--- src/rtl/alu_share_sequencer_pkg.sv ---
// Shared types and constants for the two-requester ALU sharing controller.
package alu_share_sequencer_pkg;

   typedef enum logic [1:0] {
      IDLE = 2'd0,
      EXEC = 2'd1,
      RESP = 2'd2
   } state_t;

   localparam logic ID_A = 1'b0;
   localparam logic ID_B = 1'b1;

endpackage

--- src/rtl/alu_share_sequencer_rr_arbiter_2.sv ---
// Two-way combinational round-robin arbiter; ptr selects the winner on contention.
module rr_arbiter_2 (
   input  logic [1:0] req,
   input  logic       ptr,
   output logic [1:0] gnt
);

   always_comb begin
      gnt = req;
      if (&req) gnt = ptr ? 2'b10 : 2'b01;
   end

endmodule

--- src/rtl/alu_share_sequencer.sv ---
// Shares one external combinational ALU between requesters A and B, returning
// tagged results on a single response channel with per-requester completion counts.
module alu_share_sequencer
   import alu_share_sequencer_pkg::*;
#(
   parameter int DATA_W = 4,
   parameter int SEL_W  = 3,
   parameter int CNT_W  = 8
) (
   input  logic              clk,
   input  logic              rst_n,
   input  logic              a_valid,
   output logic              a_ready,
   input  logic [SEL_W-1:0]  a_sel,
   input  logic [DATA_W-1:0] a_rs,
   input  logic [DATA_W-1:0] a_rt,
   input  logic              b_valid,
   output logic              b_ready,
   input  logic [SEL_W-1:0]  b_sel,
   input  logic [DATA_W-1:0] b_rs,
   input  logic [DATA_W-1:0] b_rt,
   output logic [SEL_W-1:0]  alu_sel,
   output logic [DATA_W-1:0] alu_rs,
   output logic [DATA_W-1:0] alu_rt,
   input  logic [DATA_W-1:0] alu_rd,
   output logic              rsp_valid,
   input  logic              rsp_ready,
   output logic              rsp_id,
   output logic [DATA_W-1:0] rsp_data,
   output logic              busy,
   output logic [CNT_W-1:0]  a_done_cnt,
   output logic [CNT_W-1:0]  b_done_cnt
);

   state_t            state, state_nx;
   logic              rr_ptr;
   logic [1:0]        gnt;
   logic [SEL_W-1:0]  op_sel;
   logic [DATA_W-1:0] op_rs, op_rt;
   logic              op_id;

   rr_arbiter_2 u_arb (
      .req ({b_valid, a_valid}),
      .ptr (rr_ptr),
      .gnt (gnt)
   );

   assign alu_sel = op_sel;
   assign alu_rs  = op_rs;
   assign alu_rt  = op_rt;
   assign rsp_id  = op_id;

   // Readies are masked by rst_n so a held reset never shows a grant.
   always_comb begin
      state_nx  = state;
      a_ready   = 1'b0;
      b_ready   = 1'b0;
      rsp_valid = 1'b0;
      busy      = 1'b1;
      case (state)
         IDLE: begin
            busy    = 1'b0;
            a_ready = rst_n & gnt[0];
            b_ready = rst_n & gnt[1];
            if (|gnt) state_nx = EXEC;
         end
         EXEC: state_nx = RESP;
         RESP: begin
            rsp_valid = 1'b1;
            if (rsp_ready) state_nx = IDLE;
         end
         default: state_nx = IDLE;
      endcase
   end

   always_ff @(posedge clk or negedge rst_n) begin
      if (!rst_n) state <= IDLE;
      else        state <= state_nx;
   end

   always_ff @(posedge clk or negedge rst_n) begin
      if (!rst_n) begin
         rr_ptr     <= 1'b0;
         op_sel     <= '0;
         op_rs      <= '0;
         op_rt      <= '0;
         op_id      <= ID_A;
         rsp_data   <= '0;
         a_done_cnt <= '0;
         b_done_cnt <= '0;
      end else begin
         if (a_ready || b_ready) begin
            op_sel <= gnt[1] ? b_sel : a_sel;
            op_rs  <= gnt[1] ? b_rs  : a_rs;
            op_rt  <= gnt[1] ? b_rt  : a_rt;
            op_id  <= gnt[1] ? ID_B  : ID_A;
         end
         if (state == EXEC) rsp_data <= alu_rd;
         if (state == RESP && rsp_ready) begin
            rr_ptr <= ~op_id;
            if (op_id == ID_B) b_done_cnt <= b_done_cnt + 1'b1;
            else               a_done_cnt <= a_done_cnt + 1'b1;
         end
      end
   end

endmodule

--- config.mk ---
export PLATFORM = sky130hd
export DESIGN_NAME = alu_share_sequencer
export DESIGN_NICKNAME = d
export VERILOG_FILES = /design/src/rtl/alu_share_sequencer_pkg.sv /design/src/rtl/alu_share_sequencer_rr_arbiter_2.sv /design/src/rtl/alu_share_sequencer.sv
export SDC_FILE = /design/constraint.sdc
export NUM_CORES = 1
export LEC_CHECK = 0
export BUFFER_PORTS_ARGS = -buffer_cell sky130_fd_sc_hd__buf_2
export CAP_MARGIN = 20
export CORE_ASPECT_RATIO = 0.5
export CORE_MARGIN = 3
export CORE_UTILIZATION = 43
export DETAILED_ROUTE_END_ITERATION = 6
export GPL_TIMING_DRIVEN = 0
export PLACE_DENSITY_LB_ADDON = 0.08
export SLEW_MARGIN = 20
export SYNTH_ARGS = -nofsm -noshare
export SYNTH_HDL_FRONTEND = slang
export SYNTH_HIERARCHICAL = 1
export SYNTH_SLANG_ARGS = --single-unit
export TNS_END_PERCENT = 1
--- constraint.sdc ---
create_clock -name clk -period 1.6 [get_ports clk]
set_input_delay 0.24 -clock clk [delete_from_list [all_inputs] [get_ports clk]]
set_output_delay 0.24 -clock clk [all_outputs]
set_load 0.03 [all_outputs]
==> results.yml <==
outcome:
  outcome: "finished with violations"
  violations: "negative hold slack"
detailed_routing:
  wirelength_um: 3300
  drt_pass1_iterations: 4
  wire_per_inst_um: 13.0
  routed_via_density: 4.65
  drc: 0
  drt_iter0_drc: 30
  ant_nets: 0
  vias: 1181
die:
  fp.coreArea_um2: 3570
  dieWidth_um: 93.7
  die_area_um2: 4670
  num_rows: 15
  initial_core_util_pct: 46.4
  ios: 67
  dieHeight_um: 49.9
yosys:
  synthesis.area_um2: 1650
  synth_nets: 158
  ys.warnings.count: 6
  yosys_most_used_dff: "dfrtp_1"
  synth-seq-cells: 35
  synth_edf_count: 0
  synth_largest_area_cell: "dfrtp_1"
  ys_seq_area_share_pct: 53.0
  synth_cell_type_count: 28
  synth_area_leaders: "dfrtp_1, mux2_2, mux2_4"
  async_flop_share_pct: 100
  netlist.area_leader.share_pct: 53.0
  avgSynthCellArea_um2: 13.2
  synthCells: 125
setup_path:
  crit_required_ns: 1.36
  cp_slowest_cell: "dfrtp_1"
  arrival_ns: 1.36
  setup.worst_path.start_class: "flop"
  worst_setup_path_end_kind: "primary output"
  cp_cell_sequence: "inv_2 -> a21boi_4 -> buf_6 -> and3_4 -> buf_6"
  critPathKind: "flop to primary output"
  cp_max_fo: 3
  path_common_cell: "buf_6"
  worst_path_largest_cell_delay_ns: 0.41
  r2r_cells: 6
cts:
  htree_num_levels: 2
  cts.clk_slew.worst_paths_ns: 0.07
  cts_inserted_buffers: 5
  cts_sinks: 35
  clock_latency_ns: 0.28
  cts-root-buf: "clkbuf_8"
  cts_tree: "yes"
  cts_buffer_depth: 2
final_layout:
  layout.nets: 235
  areaGrowthSynthToFinish_pct: 36.8
  layout-drive-gt1-share_pct: 56.2
  n_antenna_cell: 0
  fin_util_pct: 63.4
timing:
  worstMarginPinSlew_ns: 0.465
  min_period_ns: 1.60
  drv_slew: 0
  fmax_mhz: 626
  slew_headroom_pct: 69.0
  holdWs_ns: -0.0922
  hold_viol_final: 35
  rsz0062_at_grt: "yes"
  setup-tns-final_ns: 0
  setup_violations: 0
  fin_crit_sh_pct: 99.9
  finalWorstSetupSlack_ns: 0.00214
  fin_skew_ns: 0.00502
place:
  io_buffer_count: 66
  pre_cts_ws_ns: -0.241
  hpwl_um: 2290
  gp_congestion: 0.747
pwr:
  leakage_uw: 0.00117
  seqPwrFrac_pct: 34.7
  vdd_drop_max_v: 0.000969
  p_sw_uw: 1740
  p_int_uw: 2560
  comb_power_share_pct: 46.3
  power_uw: 4300
  switching_share_pct: 40.4
  pwr-share-clk_pct: 19.0
  p_per_area_nw_per_um2: 1900
grt:
  grt_pass1_wl_um: 5450
  antenna_found_initial: 0
  grt_start_max_net_pins: 39
  grt_usage_pct: 15.2
  grt_pass1_vias: 1174
  grt_overflow: 0
worst_hold_path:
  hold_class: "input pin to asynchronous set/reset pin"
flow_run:
  drv_cap: 0
critical path, delay by kind of cell (launching register included):
family | cells | cell delay (ns)
flops | 1 | 0.41
buf+inv | 3 | 0.32
simple gates | 1 | 0.18
compound gates | 1 | 0.17
synthesized netlist by cell type (2+ instances only):
| cell type | number |
|---|---|
| nand3_1 | 5 |
| inv_1 | 5 |
| buf_2 | 2 |
| a21boi_1 | 2 |
| dfrtp_1 | 35 |
| and3_1 | 3 |
| xor2_1 | 4 |
| nand2b_1 | 2 |
| mux2_2 | 15 |
| mux2_1 | 2 |
| nand4_1 | 3 |
| nand2_1 | 7 |
| ha_1 | 2 |
| xnor2_1 | 10 |
| nor3_1 | 2 |
| nor2_1 | 5 |
| mux2_4 | 10 |
power groups by stage:
stage | Combinational (µW) | Clock (µW) | Sequential (µW)
floorplan | 812 | 0 | 2040
global placement | 1880 | 0 | 1480
detailed placement | 1910 | 0 | 1480
CTS | 1960 | 842 | 1490
global route | 2120 | 882 | 1550
finish | 1990 | 817 | 1490
sequential cells by signal, indices dropped and copies added (netlist names):
name        count
alu_sel         3
rsp_id          1
rsp_data        4
b_done_cnt      8
state           2
a_done_cnt      8
alu_rt          4
alu_rs          4
rr_ptr          1
routing by layer:
| metal | up-vias | routed length [µm] | GRT usage (%) |
|---|---|---|---|
| li1 | 585 | - | - |
| met1 | 554 | 1490 | 19.9 |
| met2 | 42 | 1590 | 23.9 |
| met3 | 0 | 223 | 5.49 |
| met4 | 0 | 0 | 4.32 |
| met5 | - | 0 | 0 |
through the flow:
| stage | instance area (µm²) | cells |
|---|---|---|
| final | 2260 | 254 |
| after global routing | 2260 | 254 |
| after CTS | 2220 | 253 |
| after detailed placement | 2050 | 242 |
| after global placement | 2050 | 242 |
| after floorplan | 1650 | 125 |
cell families (layout without fill, tap and decap cells):
family / count (synthesis) / count (layout) / share of synthesized area [%]
compound gates: 5 / 5 / 1.97
flops: 35 / 35 / 53.0
mux: 27 / 27 / 20.7
buf+inv: 8 / 86 / 2.95
xor+xnor: 14 / 14 / 7.41
fa+ha+maj: 2 / 2 / 1.51
simple gates: 34 / 34 / 12.6
timing repair:
item	in CTS	in global routing
resized for setup	10	4
cloned	0	1
endpoints found under the setup margin	13	12
hold endpoints to repair	35	35
buffers inserted	3	0
pin swaps	1	2
final timing paths:
check / startpoint / end / slack, ns
setup / recovery: rr_ptr / b_ready / 0.002
min in group clk: alu_rd[2] / rsp_data[2] / 0.19
max in group asynchronous: rst_n / state[0] / 1.36
hold / removal: rst_n / b_done_cnt[6] / -0.09
setup reg to reg: rr_ptr / alu_rs[0] / 0.002
hold reg to reg: b_done_cnt[7] / b_done_cnt[7] / 0.46
layout by cell type (no fill, tap or decap), drive strengths merged, types with 3 or more instances in the layout:
cell / Yosys / routed
and3: 3 / 3
buf: 3 / 72
clkbuf: 0 / 7
dfrtp: 35 / 35
inv: 5 / 5
mux2: 27 / 27
nand2: 7 / 7
nand3: 5 / 5
nand4: 3 / 3
nor2: 5 / 5
xnor2: 10 / 10
xor2: 4 / 4
final cells by class:
| class | instances | area, µm² |
|---|---|---|
| fillers | 304 | 1300 |
| flip-flops and latches | 35 | 876 |
| multi-input cells | 82 | 759 |
| repair buffers | 70 | 390 |
| clock buffers | 6 | 82.6 |
| well taps | 51 | 63.8 |
| plain buffers | 3 | 36.3 |
| clock inverters | 2 | 35.0 |
| inverters | 5 | 18.8 |
Power figures use the tool's default switching activity.
